==> src/rtl/wb_port_arbiter_if.sv <==
// FU request side and writeback port side of wb_port_arbiter.
// master = FUs plus downstream consumer, slave = the arbiter.
interface wb_port_arbiter_if #(
  parameter int N_REQ    = 4,
  parameter int N_PORTS  = 2,
  parameter int DATA_W   = 32,
  parameter int PREG_W   = 6,
  parameter int TICKET_W = 3
);
  localparam int SRC_W = $clog2(N_REQ);

  logic [N_REQ-1:0]                 req_valid_i;
  logic [N_REQ-1:0]                 req_ready_o;
  logic [N_REQ-1:0][PREG_W-1:0]     req_pdst_i;
  logic [N_REQ-1:0][DATA_W-1:0]     req_data_i;
  logic [N_REQ-1:0][TICKET_W-1:0]   req_ticket_i;

  logic [N_PORTS-1:0]               wb_valid_o;
  logic [N_PORTS-1:0][PREG_W-1:0]   wb_pdst_o;
  logic [N_PORTS-1:0][DATA_W-1:0]   wb_data_o;
  logic [N_PORTS-1:0][TICKET_W-1:0] wb_ticket_o;
  logic [N_PORTS-1:0][SRC_W-1:0]    wb_src_o;

  modport master (
    output req_valid_i, req_pdst_i, req_data_i, req_ticket_i,
    input  req_ready_o, wb_valid_o, wb_pdst_o, wb_data_o, wb_ticket_o, wb_src_o
  );

  modport slave (
    input  req_valid_i, req_pdst_i, req_data_i, req_ticket_i,
    output req_ready_o, wb_valid_o, wb_pdst_o, wb_data_o, wb_ticket_o, wb_src_o
  );
endinterface

==> src/rtl/wb_port_arbiter.sv <==
// Grants up to N_PORTS FU results per cycle (starved requesters first, then round-robin)
// onto registered writeback ports; one-cycle latency, no grants during flush_i or wb_stall_i.
module wb_port_arbiter #(
  parameter int N_REQ      = 4,
  parameter int N_PORTS    = 2,
  parameter int DATA_W     = 32,
  parameter int PREG_W     = 6,
  parameter int TICKET_W   = 3,
  parameter int STARVE_LIM = 8
) (
  input  logic            clk,
  input  logic            rst_n,
  input  logic            flush_i,
  input  logic            wb_stall_i,
  wb_port_arbiter_if.slave bus
);
  localparam int SRC_W = $clog2(N_REQ);
  localparam int CNT_W = 8;

  logic [SRC_W-1:0]                 r_rr_ptr;
  logic [N_REQ-1:0][CNT_W-1:0]      r_cnt;
  logic [N_PORTS-1:0]               r_wb_vld;
  logic [N_PORTS-1:0][PREG_W-1:0]   r_wb_pdst;
  logic [N_PORTS-1:0][DATA_W-1:0]   r_wb_data;
  logic [N_PORTS-1:0][TICKET_W-1:0] r_wb_ticket;
  logic [N_PORTS-1:0][SRC_W-1:0]    r_wb_src;

  logic                             w_elig;
  logic [N_REQ-1:0]                 w_urgent;
  logic [N_REQ-1:0]                 w_grant;
  logic [N_PORTS-1:0]               w_sel_vld;
  logic [N_PORTS-1:0][SRC_W-1:0]    w_sel_idx;
  logic                             w_rr_hit;
  logic [SRC_W-1:0]                 w_rr_last;
  logic [SRC_W:0]                   w_sum;
  logic [SRC_W-1:0]                 w_idx;
  int                               w_nsel;

  // Gating on rst_n keeps ready low while the async reset is held.
  assign w_elig = rst_n && !flush_i && !wb_stall_i;

  always_comb begin
    w_urgent = '0;
    for (int i = 0; i < N_REQ; i++) begin
      w_urgent[i] = bus.req_valid_i[i] && (r_cnt[i] >= CNT_W'(STARVE_LIM));
    end
  end

  always_comb begin
    w_grant   = '0;
    w_sel_vld = '0;
    w_sel_idx = '0;
    w_rr_hit  = 1'b0;
    w_rr_last = r_rr_ptr;
    w_sum     = '0;
    w_idx     = '0;
    w_nsel    = 0;
    if (w_elig) begin
      for (int i = 0; i < N_REQ; i++) begin
        if (w_urgent[i] && w_nsel < N_PORTS) begin
          w_grant[i] = 1'b1;
          for (int p = 0; p < N_PORTS; p++) begin
            if (p == w_nsel) begin
              w_sel_vld[p] = 1'b1;
              w_sel_idx[p] = SRC_W'(i);
            end
          end
          w_nsel = w_nsel + 1;
        end
      end
      // Round-robin fill of the remaining ports, wrapping modulo N_REQ.
      for (int k = 0; k < N_REQ; k++) begin
        w_sum = {1'b0, r_rr_ptr} + (SRC_W+1)'(k);
        if (w_sum >= (SRC_W+1)'(N_REQ)) begin
          w_sum = w_sum - (SRC_W+1)'(N_REQ);
        end
        w_idx = w_sum[SRC_W-1:0];
        if (bus.req_valid_i[w_idx] && !w_urgent[w_idx] && w_nsel < N_PORTS) begin
          w_grant[w_idx] = 1'b1;
          for (int p = 0; p < N_PORTS; p++) begin
            if (p == w_nsel) begin
              w_sel_vld[p] = 1'b1;
              w_sel_idx[p] = w_idx;
            end
          end
          w_nsel    = w_nsel + 1;
          w_rr_hit  = 1'b1;
          w_rr_last = w_idx;
        end
      end
    end
  end

  always_ff @(posedge clk or negedge rst_n) begin
    if (!rst_n) begin
      r_rr_ptr    <= '0;
      r_cnt       <= '0;
      r_wb_vld    <= '0;
      r_wb_pdst   <= '0;
      r_wb_data   <= '0;
      r_wb_ticket <= '0;
      r_wb_src    <= '0;
    end else begin
      if (w_rr_hit) begin
        r_rr_ptr <= (w_rr_last == SRC_W'(N_REQ-1)) ? '0 : SRC_W'(w_rr_last + 1'b1);
      end
      for (int i = 0; i < N_REQ; i++) begin
        if (flush_i) begin
          r_cnt[i] <= '0;
        end else if (!wb_stall_i) begin
          if (!bus.req_valid_i[i] || w_grant[i]) begin
            r_cnt[i] <= '0;
          end else if (r_cnt[i] < CNT_W'(STARVE_LIM)) begin
            r_cnt[i] <= r_cnt[i] + 8'd1;
          end
        end
      end
      for (int p = 0; p < N_PORTS; p++) begin
        r_wb_vld[p] <= w_sel_vld[p];
        if (w_sel_vld[p]) begin
          r_wb_pdst[p]   <= bus.req_pdst_i[w_sel_idx[p]];
          r_wb_data[p]   <= bus.req_data_i[w_sel_idx[p]];
          r_wb_ticket[p] <= bus.req_ticket_i[w_sel_idx[p]];
          r_wb_src[p]    <= w_sel_idx[p];
        end
      end
    end
  end

  assign bus.req_ready_o = w_grant;
  assign bus.wb_valid_o  = r_wb_vld;
  assign bus.wb_pdst_o   = r_wb_pdst;
  assign bus.wb_data_o   = r_wb_data;
  assign bus.wb_ticket_o = r_wb_ticket;
  assign bus.wb_src_o    = r_wb_src;
endmodule

==> src/flat_wrapper.sv <==
// flat-port wrapper written by rule: the top's interface ports become plain ports
module wb_port_arbiter_flat 
#(
  parameter int N_REQ      = 4,
  parameter int N_PORTS    = 2,
  parameter int DATA_W     = 32,
  parameter int PREG_W     = 6,
  parameter int TICKET_W   = 3,
  parameter int STARVE_LIM = 8
)
  (clk, rst_n, flush_i, wb_stall_i, bus_req_valid_i, bus_req_pdst_i, bus_req_data_i, bus_req_ticket_i, bus_req_ready_o, bus_wb_valid_o, bus_wb_pdst_o, bus_wb_data_o, bus_wb_ticket_o, bus_wb_src_o);
  wb_port_arbiter_if #(.N_REQ(N_REQ), .N_PORTS(N_PORTS), .DATA_W(DATA_W), .PREG_W(PREG_W), .TICKET_W(TICKET_W)) bus_i ();
  input  logic clk;
  input  logic rst_n;
  input  logic flush_i;
  input  logic wb_stall_i;
  input wire logic [$bits(bus_i.req_valid_i)-1:0] bus_req_valid_i;
  input wire logic [$bits(bus_i.req_pdst_i)-1:0] bus_req_pdst_i;
  input wire logic [$bits(bus_i.req_data_i)-1:0] bus_req_data_i;
  input wire logic [$bits(bus_i.req_ticket_i)-1:0] bus_req_ticket_i;
  output wire logic [$bits(bus_i.req_ready_o)-1:0] bus_req_ready_o;
  output wire logic [$bits(bus_i.wb_valid_o)-1:0] bus_wb_valid_o;
  output wire logic [$bits(bus_i.wb_pdst_o)-1:0] bus_wb_pdst_o;
  output wire logic [$bits(bus_i.wb_data_o)-1:0] bus_wb_data_o;
  output wire logic [$bits(bus_i.wb_ticket_o)-1:0] bus_wb_ticket_o;
  output wire logic [$bits(bus_i.wb_src_o)-1:0] bus_wb_src_o;
  assign bus_i.req_valid_i = bus_req_valid_i;
  assign bus_i.req_pdst_i = bus_req_pdst_i;
  assign bus_i.req_data_i = bus_req_data_i;
  assign bus_i.req_ticket_i = bus_req_ticket_i;
  assign bus_req_ready_o = bus_i.req_ready_o;
  assign bus_wb_valid_o = bus_i.wb_valid_o;
  assign bus_wb_pdst_o = bus_i.wb_pdst_o;
  assign bus_wb_data_o = bus_i.wb_data_o;
  assign bus_wb_ticket_o = bus_i.wb_ticket_o;
  assign bus_wb_src_o = bus_i.wb_src_o;
  wb_port_arbiter #(.N_REQ(N_REQ), .N_PORTS(N_PORTS), .DATA_W(DATA_W), .PREG_W(PREG_W), .TICKET_W(TICKET_W), .STARVE_LIM(STARVE_LIM)) u_core (.clk(clk), .rst_n(rst_n), .flush_i(flush_i), .wb_stall_i(wb_stall_i), .bus(bus_i));
endmodule
==> config.mk <==
export PLATFORM = sky130hd
export DESIGN_NAME = wb_port_arbiter_flat
export DESIGN_NICKNAME = d
export VERILOG_FILES = /design/src/rtl/wb_port_arbiter_if.sv /design/src/rtl/wb_port_arbiter.sv /design/src/flat_wrapper.sv
export SDC_FILE = /design/constraint.sdc
export NUM_CORES = 1
export LEC_CHECK = 0
export BUFFER_PORTS_ARGS = -buffer_cell sky130_fd_sc_hd__clkbuf_2
export CAP_MARGIN = 0
export CORE_AREA = 2 2 133 135
export CTS_CLUSTER_SIZE = 28
export DETAILED_ROUTE_END_ITERATION = 7
export DIE_AREA = 0 0 135 137
export MAX_ROUTING_LAYER = met4
export PLACE_DENSITY = 0.81
export SLEW_MARGIN = 40
export SYNTH_ARGS = -nofsm -noshare
export SYNTH_HDL_FRONTEND = slang
export SYNTH_SLANG_ARGS = --single-unit
==> constraint.sdc <==
create_clock -name clk -period 8.2 [get_ports clk]
set_input_delay 1.23 -clock clk [delete_from_list [all_inputs] [get_ports clk]]
set_output_delay 1.23 -clock clk [all_outputs]
set_load 0.005 [all_outputs]
After elaboration in Yosys (flattened, before gate mapping)
Cells that the tools add are included.
{"block": "word_totals", "out_inout_bits": 92, "ff_bits": 122, "input_bits": 172, "elab_cells": 273}
{"block": "classes", "addsub": 18, "order_cmp": 29, "reduce_logical": 50, "eq_ne": 9, "bitwise_logic": 4, "mux": 149}
{"op": "$mux W32", "n": 15}
{"op": "$eq A2 B32 Y1 const A", "n": 7}
{"op": "$logic_not A32 Y1", "n": 7}
{"op": "$lt A32 B3 Y1 const B", "n": 7}
{"op": "$add A32 B2 Y32 const B", "n": 6}
{"op": "$bmux W32 S2", "n": 2}
{"op": "$mux W8", "n": 16}
{"op": "$mux W2", "n": 36}
{"op": "$mux W4", "n": 18}
{"op": "$mux W1", "n": 42}
{"op": "$add A8 B1 Y8 const B", "n": 4}
{"op": "$ge A8 B4 Y1 const B", "n": 4}
{"op": "$lt A8 B4 Y1 const B", "n": 4}
{"op": "$bmux W6 S2", "n": 2}
{"op": "$logic_and A1 B1 Y1", "n": 21}
{"op": "$lt A2 B3 Y1 const B", "n": 6}
{"op": "$bmux W1 S2", "n": 8}
{"op": "$or A4 B4 Y4", "n": 4}
{"op": "$bmux W3 S2", "n": 2}
{"op": "$mux W6", "n": 2}
{"op": "$reduce_bool A3 Y1", "n": 4}
{"op": "$logic_not A1 Y1", "n": 10}
{"op": "$ge A3 B3 Y1 const B", "n": 3}
{"op": "$demux W1 S2", "n": 4}
{"op": "11 further kinds", "n": 25}

Depth between registers and ports, before layout
Gate-level depths: netlist of run 1.
{"block": "logic_depth", "ltp_word": 36, "ltp_mapped": 34, "depth_no_buf": 31}

Least setup slack after synthesis of run 1
OpenSTA, ideal clock, no wires.
{"block": "synth_timing", "path_kind": "input -> output", "start": "input bus_req_valid_i[1]", "end": "output bus_req_ready_o[2]", "path_slack_ns": 1.389, "required_time_ns": 6.970, "cell_stages": 25, "path_buffers": 1, "t_arrival_ns": 5.581, "path_cell_list": "nand2b_1 -> inv_1 -> ha_1 -> nor2_1 -> fa_1 -> nand2b_1 -> a21oi_1 -> clkbuf_1 -> nand2_1 -> o21ai_0 -> inv_1 -> ha_1 -> nand2b_1 -> nand3_1 -> o22ai_1 -> or2_2 -> o211ai_1 -> nand2_1 -> ha_1 -> nor2b_1 -> nor2b_1 -> nor4_4 -> nand2_1 -> a31o_2 -> inv_1"}
{"block": "synth_between", "elab_chain_cells": 28, "elab_cells_between_ends": 69, "classes_between": "5 x add/sub; 6 x order compare; 38 x mux; 4 x bitwise; 16 x reduce/logical"}
{"item": "from (decl)", "line": "flat_wrapper.sv:17", "source": "input wire logic [$bits(bus_i.req_valid_i)-1:0] bus_req_valid_i;"}
{"item": "$logic_and A1 B1 Y1", "line": "wb_port_arbiter.sv:45", "source": "w_urgent[i] = bus.req_valid_i[i] && (r_cnt[i] >= CNT_W'(STARVE_LIM));"}
{"item": "$logic_and A1 B1 Y1", "line": "wb_port_arbiter.sv:60", "source": "if (w_urgent[i] && w_nsel < N_PORTS) begin"}
{"item": "$mux W32", "line": "wb_port_arbiter.sv:60"}
{"item": "$mux W32", "line": "wb_port_arbiter.sv:58", "source": "if (w_elig) begin"}
{"item": "$lt A32 B3 Y1", "line": "wb_port_arbiter.sv:60"}
{"item": "$logic_and A1 B1 Y1", "line": "wb_port_arbiter.sv:60"}
{"item": "$mux W32", "line": "wb_port_arbiter.sv:60"}
{"item": "$mux W32", "line": "wb_port_arbiter.sv:58"}
{"item": "[... 12 more ...]"}
{"item": "$lt A32 B3 Y1", "line": "wb_port_arbiter.sv:78", "source": "if (bus.req_valid_i[w_idx] && !w_urgent[w_idx] && w_nsel < N_PORTS) begin"}
{"item": "$logic_and A1 B1 Y1", "line": "wb_port_arbiter.sv:78"}
{"item": "$mux W32", "line": "wb_port_arbiter.sv:78"}
{"item": "$mux W32", "line": "wb_port_arbiter.sv:58"}
{"item": "$lt A32 B3 Y1", "line": "wb_port_arbiter.sv:78"}
{"item": "$logic_and A1 B1 Y1", "line": "wb_port_arbiter.sv:78"}
{"item": "$mux W4 (*)", "line": "wb_port_arbiter.sv:78"}
{"item": "$mux W4 (*)", "line": "wb_port_arbiter.sv:58"}
{"item": "to (decl)", "line": "flat_wrapper.sv:21", "source": "output wire logic [$bits(bus_i.req_ready_o)-1:0] bus_req_ready_o;"}
Every way passes the cells marked *; elsewhere a longest branch is shown, timed or not. The select of a mux whose other input is x is not followed.

Worst setup path after layout of run 1
{"block": "layout_timing", "start": "register u_core.r_cnt[15] in the netlist's numbering", "end": "output bus_req_ready_o[0]"}
{"block": "layout_between", "elab_chain_cells": 29, "elab_cells_between_ends": 59, "classes_between": "5 x add/sub; 7 x order compare; 28 x mux; 3 x bitwise; 16 x reduce/logical"}
{"item": "from (decl)", "line": "wb_port_arbiter.sv:21", "source": "logic [N_REQ-1:0][CNT_W-1:0] r_cnt;"}
{"item": "from (signal, indexed assignment)", "line": "wb_port_arbiter.sv:114", "source": "r_cnt[i] <= r_cnt[i] + 8'd1;"}
{"item": "$ge A8 B4 Y1 (*)", "line": "wb_port_arbiter.sv:45"}
{"item": "$logic_and A1 B1 Y1 (*)", "line": "wb_port_arbiter.sv:45"}
{"item": "$logic_and A1 B1 Y1", "line": "wb_port_arbiter.sv:60"}
{"item": "$mux W32", "line": "wb_port_arbiter.sv:60"}
{"item": "$mux W32", "line": "wb_port_arbiter.sv:58"}
{"item": "$lt A32 B3 Y1", "line": "wb_port_arbiter.sv:60"}
{"item": "$logic_and A1 B1 Y1", "line": "wb_port_arbiter.sv:60"}
{"item": "$mux W32", "line": "wb_port_arbiter.sv:60"}
{"item": "[... 13 more ...]"}
{"item": "$lt A32 B3 Y1", "line": "wb_port_arbiter.sv:78"}
{"item": "$logic_and A1 B1 Y1", "line": "wb_port_arbiter.sv:78"}
{"item": "$mux W32", "line": "wb_port_arbiter.sv:78"}
{"item": "$mux W32", "line": "wb_port_arbiter.sv:58"}
{"item": "$lt A32 B3 Y1", "line": "wb_port_arbiter.sv:78"}
{"item": "$logic_and A1 B1 Y1", "line": "wb_port_arbiter.sv:78"}
{"item": "$mux W4 (*)", "line": "wb_port_arbiter.sv:78"}
{"item": "$mux W4 (*)", "line": "wb_port_arbiter.sv:58"}
Marks and branches as above.

==> results of run 1 <==
-- per-layer routing --
| metal | routed length (um) | global-route usage [%] | vias to the layer above |
|---|---|---|---|
| met5 | 0 | - | - |
| met4 | 888 | 13.0 | 0 |
| met3 | 1900 | 5.00 | 62 |
| met2 | 13300 | 48.8 | 387 |
| met1 | 11200 | 35.9 | 3993 |
| li1 | - | - | 3794 |
-- repair_timing --
action                                  4_1_cts  5_1_grt
buffers inserted                              0        1
resized for setup                             0        3
endpoints found under the setup margin        0       32
-- how the worst max path moves through the flow --
stage	startpoint	cells after the start	endpoint	slack [ns]
floorplan	bus_req_valid_i[1]	25	bus_req_ready_o[2]	1.39
global placement	bus_req_valid_i[0]	28	u_core.bus.wb_pdst_o[10]$_DFFE_PN0P_	0.70
detailed placement	bus_req_valid_i[0]	28	u_core.bus.wb_pdst_o[10]$_DFFE_PN0P_	0.50
CTS	u_core.r_cnt[15]$_DFFE_PN0P_	25	bus_req_ready_o[0]	0.19
global route	u_core.r_cnt[15]$_DFFE_PN0P_	25	bus_req_ready_o[0]	-0.02
finish	u_core.r_cnt[15]$_DFFE_PN0P_	25	bus_req_ready_o[0]	0.54
-- placed cells by master (no fill, tap or decap), types with 7 or more instances in the layout --
| cell type | count |
|---|---|
| sky130_fd_sc_hd__o21ai_0 | 14 |
| sky130_fd_sc_hd__a21oi_1 | 16 |
| sky130_fd_sc_hd__o221ai_2 | 40 |
| sky130_fd_sc_hd__nand3_1 | 18 |
| sky130_fd_sc_hd__and2_1 | 20 |
| sky130_fd_sc_hd__nor2b_1 | 9 |
| sky130_fd_sc_hd__clkbuf_16 | 17 |
| sky130_fd_sc_hd__clkinv_2 | 7 |
| sky130_fd_sc_hd__nor2_1 | 64 |
| sky130_fd_sc_hd__nand2b_1 | 9 |
| sky130_fd_sc_hd__nand2_1 | 166 |
| sky130_fd_sc_hd__inv_1 | 28 |
| sky130_fd_sc_hd__clkbuf_2 | 262 |
| sky130_fd_sc_hd__ha_1 | 29 |
| sky130_fd_sc_hd__nor3_1 | 9 |
| sky130_fd_sc_hd__a31o_1 | 40 |
| sky130_fd_sc_hd__mux2i_1 | 168 |
| sky130_fd_sc_hd__dfrtp_1 | 122 |
| sky130_fd_sc_hd__buf_4 | 9 |
-- Yosys cell counts, drive strengths merged, types with 2 or more instances --
master	n
o221ai	42
and2	21
o211ai	3
and3b	3
o41ai	4
o21a	6
a32o	2
dfrtp	122
clkinv	3
buf	44
or3	3
a31o	44
xor2	2
nor2	65
nor2b	10
a221oi	4
a21oi	17
nand2	167
a31oi	3
inv	29
o22ai	2
nor3	9
or2	2
mux2i	169
and3	4
nand2b	10
nand4	3
o21ai	16
clkbuf	14
ha	29
mux4	3
nor4	5
mux2	5
a21o	6
nand3	20
xnor2	5
-- power groups by stage --
| stage | Sequential (W) | Combinational (W) | Clock (W) |
|---|---|---|---|
| 2_1_floorplan | 0.000953 | 0.00159 | 0 |
| 3_3_place_gp | 0.000970 | 0.00220 | 0 |
| 3_5_place_dp | 0.000972 | 0.00223 | 0 |
| 4_1_cts | 0.000966 | 0.00224 | 0.000705 |
| 5_1_grt | 0.000989 | 0.00244 | 0.000733 |
| 6_report | 0.000968 | 0.00227 | 0.000696 |
-- cells by family after synthesis --
logic type                 after synthesis  synth area share, %
DFF                                    122                 34.3
adders and majority gates               30                 4.30
buffers and inverters                   90                 5.50
AOI/OAI and AO/OA                      165                 17.9
xor gates and xnor gates                 7                0.689
muxes                                  177                 20.4
and+or+nand+nor                        327                 16.9
-- area by class of cell --
cell class              instances  area share, %
multi-input cells             706           49.5
clock buffers                  20           4.01
flip-flops and latches        122           28.0
well taps                     225           2.58
clock inverters                12          0.930
repair buffers                278           13.9
inverters                      32           1.11
-- state kept, by name (all words and copies together) (netlist names) --
signal / cells
u_core.bus.wb_data_o: 64
u_core.bus.wb_pdst_o: 12
u_core.bus.wb_src_o: 4
u_core.bus.wb_ticket_o: 6
u_core.bus.wb_valid_o: 2
u_core.r_cnt: 32
u_core.r_rr_ptr: 2
-- per-stage QoR --
step	hold slack [ns]	total power (W)	area, um2
floorplan	0.454	0.00254	8900
CTS	0.490	0.00391	10900
global placement	0.462	0.00317	10300
finish	0.487	0.00393	10900
global route	0.508	0.00416	10900
detailed placement	0.474	0.00320	10300
==> results_tabular.tex, run 1 <==
\begin{tabular}{lr}
\hline
Metric & Value \\
\hline
\multicolumn{2}{l}{\textbf{Outcome}} \\
\quad Result of the run & finished clean \\
\multicolumn{2}{l}{\textbf{Layout}} \\
\quad Area occupied by registers & approximately 0.0031 mm2 \\
\quad Count of fill cells added during filler insertion & roughly 1400 \\
\quad Post-layout utilization of the core & around 64\% \\
\quad Area occupied by multi-input gates & about 0.0054 mm2 \\
\quad Area growth from synthesis to final layout & 22.4\% \\
\quad Total inserted antenna cells & 0 \\
\quad Fraction of final layout cells with drive strength greater than 1 & between 30\% and 40\% \\
\quad Number of nets in the finished design & 1359 \\
\quad Post-route non-filler standard cell count & 1395 \\
\multicolumn{2}{l}{\textbf{Power}} \\
\quad Switching share of power & a little over two fifths \\
\quad Net Sw Power & roughly 0.0017 W \\
\quad Power share of the clock group & approximately 18\% \\
\quad Static power due to leakage & roughly 5.4 nW \\
\quad Seq pwr share & between 20\% and 30\% \\
\quad Internal power consumption & roughly 0.0022 W \\
\quad IR Drop Worst-Case VDD & between 300 and 400 uV \\
\quad Share of total power in combinational logic & between 50\% and 60\% \\
\quad PwrDens & roughly 360 mW/mm2 \\
\multicolumn{2}{l}{\textbf{Global routing}} \\
\quad Combined global-route utilization of all metal layers & $\sim$30\% \\
\quad First-pass GRT wire length & a little over 40000 um \\
\quad Initial antenna violation count & 0 \\
\quad Via count of the first global-routing pass & about 8000 \\
\quad GRT overflow & 0 \\
\quad Pin count of the biggest net entering global routing & 72 \\
\multicolumn{2}{l}{\textbf{Critical path}} \\
\quad Reg2reg setup slack & 0.74 ns \\
\quad Gate family responsible for the most delay along the worst path & simple AND/OR/NAND/NOR gates \\
\quad Required arrival time at the worst endpoint & roughly 7.0 ns \\
\quad Critical Setup Path Class & flip-flop to primary output \\
\quad Data arrival at the endpoint of the critical path & approximately 6.4 ns \\
\quad Launching point of the worst reg2reg path & u\_core.r\_cnt[15]\$\_DFFE\_PN0P\_ \\
\quad CP bufs+invs & 3 \\
\quad CP dominant cell by count & sky130\_fd\_sc\_hd\_\_ha\_1 \\
\quad End of the worst register-to-register path & u\_core.bus.wb\_pdst\_o[10]\$\_DFFE\_PN0P\_ \\
\quad Type of element launching the critical path & flip-flop \\
\quad Largest fanout on the critical path & 6 \\
\quad Slowest stage delay, CP & around 0.50 ns \\
\quad Slowest stage cell on the critical path & sky130\_fd\_sc\_hd\_\_fa\_1 \\
\quad Logic depth of the worst register-to-register path & 30 \\
\quad Crit. End Element & primary output \\
\multicolumn{2}{l}{\textbf{STA}} \\
\quad Actual transition at the worst max-transition pin & around 0.85 ns \\
\quad Number of hold-slack violations in the final timing report & 0 \\
\quad Final period demand of the worst path & around 7.7 ns \\
\quad Worst slew margin & between 40\% and 50\% \\
\quad Peak clock frequency supported by timing & around 130 MHz \\
\quad Setup skew after layout & 0.00805 ns \\
\quad Total of endpoints with negative setup slack in the final report & 0 \\
\quad Setup TNS & 0 ns \\
\quad Crit share post-route & 93.4\% \\
\quad Post-layout worst setup margin & about 0.54 ns \\
\quad Final count of pins violating max slew & 0 \\
\multicolumn{2}{l}{\textbf{Detailed routing}} \\
\quad Wire length reported by the detailed router & 27300 um \\
\quad Drt first pass iters & 5 \\
\quad Detail Route Antenna Nets & 0 \\
\quad Wire length per cell & approximately 20 um \\
\quad Number of vias in the routed layout & between 8000 and 9000 \\
\quad DRC & 0 \\
\quad Starting DRT DRC Count & roughly 460 \\
\quad Drt via density & about 6 \\
\multicolumn{2}{l}{\textbf{Placement}} \\
\quad Total half-perimeter wirelength after legalization and detailed placement & approximately 20000 um \\
\quad Number of cells in the design after placement & 1361 \\
\quad Setup WS pre-CTS & 0.503 ns \\
\quad IO buf count & about 260 \\
\quad Placer's final routability congestion estimate & between 0.9 and 1 \\
\multicolumn{2}{l}{\textbf{Synthesis}} \\
\quad Number of enable flip-flop cells after synthesis & 0 \\
\quad Number of distinct library cells after synthesis & 76 \\
\quad Post-Synthesis Cell Area & slightly below 0.009 mm2 \\
\quad Largest cells by area after synthesis & sky130\_fd\_sc\_hd\_\_dfrtp\_1 34\%, sky130\_fd\_sc\_hd\_\_mux2i\_1 19\%, sky130\_fd\_sc\_hd\_\_nand2\_1 7.0\% \\
\quad Cell count after synthesis & a little over 900 \\
\quad Synth Register Bits & about 120 \\
\quad Average cell area after synthesis & between 9 and 10 um2 \\
\quad Most common flop cell mapped by yosys & sky130\_fd\_sc\_hd\_\_dfrtp\_1 \\
\quad Cell taking the most area after synthesis & sky130\_fd\_sc\_hd\_\_dfrtp\_1 \\
\quad Proportion of netlist area held by the largest area contributor & 34.3\% \\
\quad Share of flip-flops with an asynchronous set or reset after synthesis & 100\% \\
\quad Synthesized Nets & roughly 1100 \\
\quad Syn. warnings & 0 \\
\quad Sequential element share of the synthesized area & roughly 34\% \\
\multicolumn{2}{l}{\textbf{CTS}} \\
\quad Number of clock sinks & 122 \\
\quad CTS H-tree depth & 4 \\
\quad Clock root buffer & sky130\_fd\_sc\_hd\_\_clkbuf\_16 \\
\quad Clock slew at the register clock pins of the worst setup and hold paths & around 0.050 ns \\
\quad Maximum clock insertion buffer count & 2 \\
\quad CTS tree & yes \\
\quad Inserted Clock Buffers & 17 \\
\quad CTS Hold Buffers Added & 0 \\
\quad Clock Latency Late Sink & 0.42 ns \\
\multicolumn{2}{l}{\textbf{Floorplan}} \\
\quad Die height & around 140 um \\
\quad Cell Rows & between 40 and 50 \\
\quad Die width & between 100 and 150 um \\
\quad Die area & roughly 0.018 mm2 \\
\quad Ports & $\sim$260 \\
\quad Core Area & roughly 0.017 mm2 \\
\quad Initial Utilization & 52.2\% \\
\multicolumn{2}{l}{\textbf{Min path}} \\
\quad Worst Hold Launch & u\_core.r\_cnt[5]\$\_DFFE\_PN0P\_ \\
\quad Min-Delay Path Class & flip-flop to flip-flop \\
\quad Min-Delay Path Depth & 1 \\
\quad End point of the worst hold path & u\_core.r\_cnt[5]\$\_DFFE\_PN0P\_ \\
\multicolumn{2}{l}{\textbf{Job}} \\
\quad Number of violations of the max-capacitance limit & 0 \\
\hline
\end{tabular}
Note: power is estimated with default switching activity, not from simulation.
==> run 2: changes to the inputs <==
--- a/config.mk
+++ b/config.mk
@@ -7,12 +7,14 @@
 export LEC_CHECK = 0
 export BUFFER_PORTS_ARGS = -buffer_cell sky130_fd_sc_hd__clkbuf_2
 export CAP_MARGIN = 0
-export CORE_AREA = 2 2 133 135
+export CELL_PAD_IN_SITES_DETAIL_PLACEMENT = 1
+export CELL_PAD_IN_SITES_GLOBAL_PLACEMENT = 2
+export CORE_AREA = 2 2 170 172
 export CTS_CLUSTER_SIZE = 28
 export DETAILED_ROUTE_END_ITERATION = 7
-export DIE_AREA = 0 0 135 137
+export DIE_AREA = 0 0 172 174
 export MAX_ROUTING_LAYER = met4
-export PLACE_DENSITY = 0.81
+export PLACE_DENSITY_LB_ADDON = 0.1
 export SLEW_MARGIN = 40
 export SYNTH_ARGS = -nofsm -noshare
 export SYNTH_HDL_FRONTEND = slang
==> run 2 against run 1 <==
Compared with the run above: register-to-register slack better by 0.26 ns; via count down 2.7%; clock power rose by 20%; sequential share of layout area decreased by 0.82 points; clock skew is 0.0079 ns higher; sequential power is 0.5% lower; die area increased by 62%; setup slack gained 0.058 ns; critical path depth up 1.
==> results_tabular.tex, run 2 (synthesis results as in run 1) <==
\begin{tabular}{lr}
\hline
Metric & Value \\
\hline
\multicolumn{2}{l}{\textbf{Outcome}} \\
\quad Result of the run & finished clean \\
\multicolumn{2}{l}{\textbf{Placement}} \\
\quad Area post-placement & 0.0105 mm2 (+2.1\%) \\
\quad Placer's final routability congestion estimate & 0.786 (-21\%) \\
\quad Total half-perimeter wirelength after legalization and detailed placement & 22700 um (+16\%) \\
\quad IO buf count & 263 (unchanged) \\
\multicolumn{2}{l}{\textbf{Layout}} \\
\quad Flip-flop count of the largest register, all copies and words added & 64 (unchanged) \\
\quad Number of nets in the finished design & 1363 (+0.29\%) \\
\quad Count of fill cells added during filler insertion & 3362 (+130\%) \\
\quad Area occupied by multi-input gates & 0.00540 mm2 (+0.12\%) \\
\quad Commonest cells after routing, fill and taps aside & 262 x sky130\_fd\_sc\_hd\_\_clkbuf\_2, 168 x sky130\_fd\_sc\_hd\_\_mux2i\_1, 166 x sky130\_fd\_sc\_hd\_\_nand2\_1, 122 x sky130\_fd\_sc\_hd\_\_dfrtp\_1, 64 x sky130\_fd\_sc\_hd\_\_nor2\_1 \\
\quad Area growth from synthesis to final layout & 26.1\% \\
\quad Fraction of final layout cells with drive strength greater than 1 & 33.4\% (+0.57 points) \\
\quad Cell area after layout & 0.0112 mm2 (+3.0\%) \\
\quad Area occupied by registers & 0.00305 mm2 (unchanged) \\
\quad Most common library cell in the layout ignoring fill and taps & sky130\_fd\_sc\_hd\_\_clkbuf\_2 \\
\multicolumn{2}{l}{\textbf{Min path}} \\
\quad End point of the worst hold path & u\_core.bus.wb\_data\_o[20]\$\_DFFE\_PN0P\_ \\
\quad Min-Delay Path Depth & 2 (+1) \\
\quad Worst Hold Launch & u\_core.bus.wb\_data\_o[20]\$\_DFFE\_PN0P\_ \\
\quad Min-Delay Path Class & flip-flop to flip-flop \\
\multicolumn{2}{l}{\textbf{STA}} \\
\quad Actual transition at the worst max-transition pin & 0.770 ns (-0.0801 ns) \\
\quad Crit share post-route & 92.7\% (-0.71 points) \\
\quad Hold WS & 0.489 ns (+0.00254 ns) \\
\quad Worst slew margin & 48.6\% (+5.3 points) \\
\quad Total of endpoints with negative setup slack in the final report & 0 (unchanged) \\
\quad Peak clock frequency supported by timing & 132 MHz (+0.77\%) \\
\quad Setup TNS & 0 ns (unchanged) \\
\quad Number of hold-slack violations in the final timing report & 0 (unchanged) \\
\quad Final period demand of the worst path & 7.60 ns (-0.0583 ns) \\
\quad Final count of pins violating max slew & 0 (unchanged) \\
\quad Setup skew after layout & 0.0160 ns (+0.00794 ns) \\
\quad Unrepaired setup endpoints after global routing & no \\
\multicolumn{2}{l}{\textbf{Critical path}} \\
\quad Launching point of the worst reg2reg path & u\_core.r\_cnt[15]\$\_DFFE\_PN0P\_ \\
\quad Type of element launching the critical path & flip-flop \\
\quad Critical Setup Path Class & flip-flop to primary output \\
\quad Data arrival at the endpoint of the critical path & 6.37 ns (-0.06 ns) \\
\quad Logic depth of the worst register-to-register path & 31 (+3.3\%) \\
\quad End of the worst register-to-register path & u\_core.bus.wb\_data\_o[41]\$\_DFFE\_PN0P\_ \\
\quad Reg2reg setup slack & 1.00 ns (+0.26 ns) \\
\quad Largest fanout on the critical path & 8 (+2) \\
\quad Crit. End Element & primary output \\
\quad Required arrival time at the worst endpoint & 6.97 ns (about the same) \\
\multicolumn{2}{l}{\textbf{Detailed routing}} \\
\quad Detail Route Antenna Nets & 0 (unchanged) \\
\quad Wire length reported by the detailed router & 31900 um (+17\%) \\
\quad DRC & 0 (unchanged) \\
\quad Starting DRT DRC Count & 311 (-33\%) \\
\quad Wire length per cell & 20.5 um (+4.6\%) \\
\quad Drt first pass iters & 4 (-1) \\
\quad Drt via density & 5.14 (-13\%) \\
\quad Number of vias in the routed layout & 8010 (-2.7\%) \\
\multicolumn{2}{l}{\textbf{Floorplan}} \\
\quad Initial Utilization & 31.5\% (-21 points) \\
\quad Cell Rows & 62 (+29\%) \\
\quad Ports & 264 (unchanged) \\
\quad Die height & 174 um (+27\%) \\
\quad Core Area & 0.0282 mm2 (+66\%) \\
\quad Die width & 172 um (+27\%) \\
\quad Die area & 0.0299 mm2 (+62\%) \\
\multicolumn{2}{l}{\textbf{CTS}} \\
\quad CTS tree & yes \\
\quad Maximum clock insertion buffer count & 2 (unchanged) \\
\quad Clock slew at the register clock pins of the worst setup and hold paths & 0.07 ns (+0.02 ns) \\
\quad Clock root buffer & sky130\_fd\_sc\_hd\_\_clkbuf\_16 \\
\quad CTS H-tree depth & 4 (unchanged) \\
\quad CTS Hold Buffers Added & 0 (unchanged) \\
\quad Clock Latency Late Sink & 0.43 ns (about the same) \\
\quad Inserted Clock Buffers & 17 (unchanged) \\
\quad Number of clock sinks & 122 (unchanged) \\
\multicolumn{2}{l}{\textbf{Power}} \\
\quad Net Sw Power & 0.00178 W (+4.6\%) \\
\quad Switching share of power & 43.1\% (-0.24 points) \\
\quad Overall power of the completed layout & 0.00413 W (+5.2\%) \\
\quad Internal power consumption & 0.00235 W (+5.6\%) \\
\quad Share of total power in combinational logic & 56.5\% (-1.2 points) \\
\quad Seq pwr share & 23.3\% (-1.3 points) \\
\quad Power share of the clock group & 20.2\% (+2.5 points) \\
\quad Static power due to leakage & 5.47 nW (+0.95\%) \\
\quad IR Drop Worst-Case VDD & 415 uV (+27\%) \\
\quad PwrDens & 368 mW/mm2 (+2.1\%) \\
\multicolumn{2}{l}{\textbf{Global routing}} \\
\quad First-pass GRT wire length & 49500 um (+20\%) \\
\quad Combined global-route utilization of all metal layers & 22.2\% (-7.4 points) \\
\quad Initial antenna violation count & 1 (+1) \\
\quad GRT overflow & 0 (unchanged) \\
\quad Pin count of the biggest net entering global routing & 76 (+5.6\%) \\
\quad Via count of the first global-routing pass & 8399 (+4.6\%) \\
\multicolumn{2}{l}{\textbf{Job}} \\
\quad Number of violations of the max-capacitance limit & 0 (unchanged) \\
\hline
\end{tabular}
==> run 2: cell types whose count changed in the layout (fill, tap and decap cells not counted) <==
cell                        before  now
sky130_fd_sc_hd__inv_6           1    3
sky130_fd_sc_hd__buf_4           9   13
sky130_fd_sc_hd__bufinv_16       1    4
sky130_fd_sc_hd__diode_2         0    1
sky130_fd_sc_hd__buf_12          6    5
sky130_fd_sc_hd__nor4_1          3    2
sky130_fd_sc_hd__clkinv_2        7    2
sky130_fd_sc_hd__inv_8           0    1
sky130_fd_sc_hd__buf_6           1    2
sky130_fd_sc_hd__clkinv_4        2    4
sky130_fd_sc_hd__clkbuf_1        3    0
sky130_fd_sc_hd__nor4_2          1    2
==> run 2: routing by layer <==
layer  track usage, %  vias to the layer above  wire (um)
met5                -                        -          0
met4             6.55                        0        693
met3             3.94                       37       1780
met2             34.4                      232      14400
met1             29.6                     3940      15000
li1                 -                     3801          -
==> run 2: per-stage QoR <==
step	util, %	std cells	setup slack, ns
floorplan	-	918	1.39
global placement	37.3	1522	0.627
detailed placement	37.3	1522	0.466
CTS	39.6	1554	0.112
global route	39.8	1559	0.0340
finish	39.8	1559	0.601
==> run 2: worst max path at each step <==
stage	start	to	slack, ns	depth (start not counted)
global placement	bus_req_valid_i[0]	bus_req_ready_o[0]	0.63	24
detailed placement	bus_req_valid_i[0]	bus_req_ready_o[0]	0.47	24
global route	u_core.r_cnt[15]$_DFFE_PN0P_	bus_req_ready_o[0]	0.03	26
finish	u_core.r_cnt[15]$_DFFE_PN0P_	bus_req_ready_o[0]	0.60	26
floorplan	bus_req_valid_i[1]	bus_req_ready_o[2]	1.39	25
CTS	u_core.r_cnt[15]$_DFFE_PN0P_	bus_req_ready_o[0]	0.11	25
==> run 2: worst max-delay path, cell delays in order, from the launching register on <==
cell and delay, ns:
sky130_fd_sc_hd__dfrtp_1 0.39, sky130_fd_sc_hd__nor4_2 0.31, sky130_fd_sc_hd__nor2b_2 0.31, sky130_fd_sc_hd__nand2b_1 0.20, sky130_fd_sc_hd__inv_1 0.13, sky130_fd_sc_hd__ha_1 0.24, sky130_fd_sc_hd__nor2_2 0.24, sky130_fd_sc_hd__fa_1 0.50
sky130_fd_sc_hd__ha_1 0.32, sky130_fd_sc_hd__nand2_1 0.05, sky130_fd_sc_hd__o21ai_0 0.17, sky130_fd_sc_hd__inv_1 0.11, sky130_fd_sc_hd__ha_1 0.20, sky130_fd_sc_hd__nand2b_1 0.18, sky130_fd_sc_hd__nand3_1 0.10, sky130_fd_sc_hd__o22ai_1 0.14
sky130_fd_sc_hd__or2_2 0.34, sky130_fd_sc_hd__o211ai_1 0.27, sky130_fd_sc_hd__nand2_1 0.19, sky130_fd_sc_hd__ha_1 0.31, sky130_fd_sc_hd__nor2b_1 0.16, sky130_fd_sc_hd__nor2b_1 0.11, sky130_fd_sc_hd__nor4_4 0.27, sky130_fd_sc_hd__buf_4 0.20
sky130_fd_sc_hd__nand2_1 0.06, sky130_fd_sc_hd__a31oi_1 0.26, sky130_fd_sc_hd__clkbuf_2 0.18
==> run 2: final cells by class <==
cell class / instances / share of cell area, %
Clock buffer: 17 / 3.79
Timing Repair Buffer: 282 / 13.6
Antenna cell: 1 / 0.0223
Multi-Input combinational cell: 706 / 48.1
Sequential cell: 122 / 27.2
Clock inverter: 15 / 1.89
Inverter: 32 / 1.08
Tap cell: 384 / 4.28
==> run 2: timing repair <==
action,in CTS,in global routing
endpoints found under the setup margin,0,61
gates resized for setup,0,4
buffers inserted,0,4
==> run 2: power by group through the flow <==
stage	registers [W]	clock network, W	logic, W
finish	0.000963	0.000836	0.00233
detailed placement	0.000975	0	0.00233
floorplan	0.000953	0	0.00159
global placement	0.000970	0	0.00232
CTS	0.000965	0.000861	0.00234
global route	0.000994	0.000887	0.00255
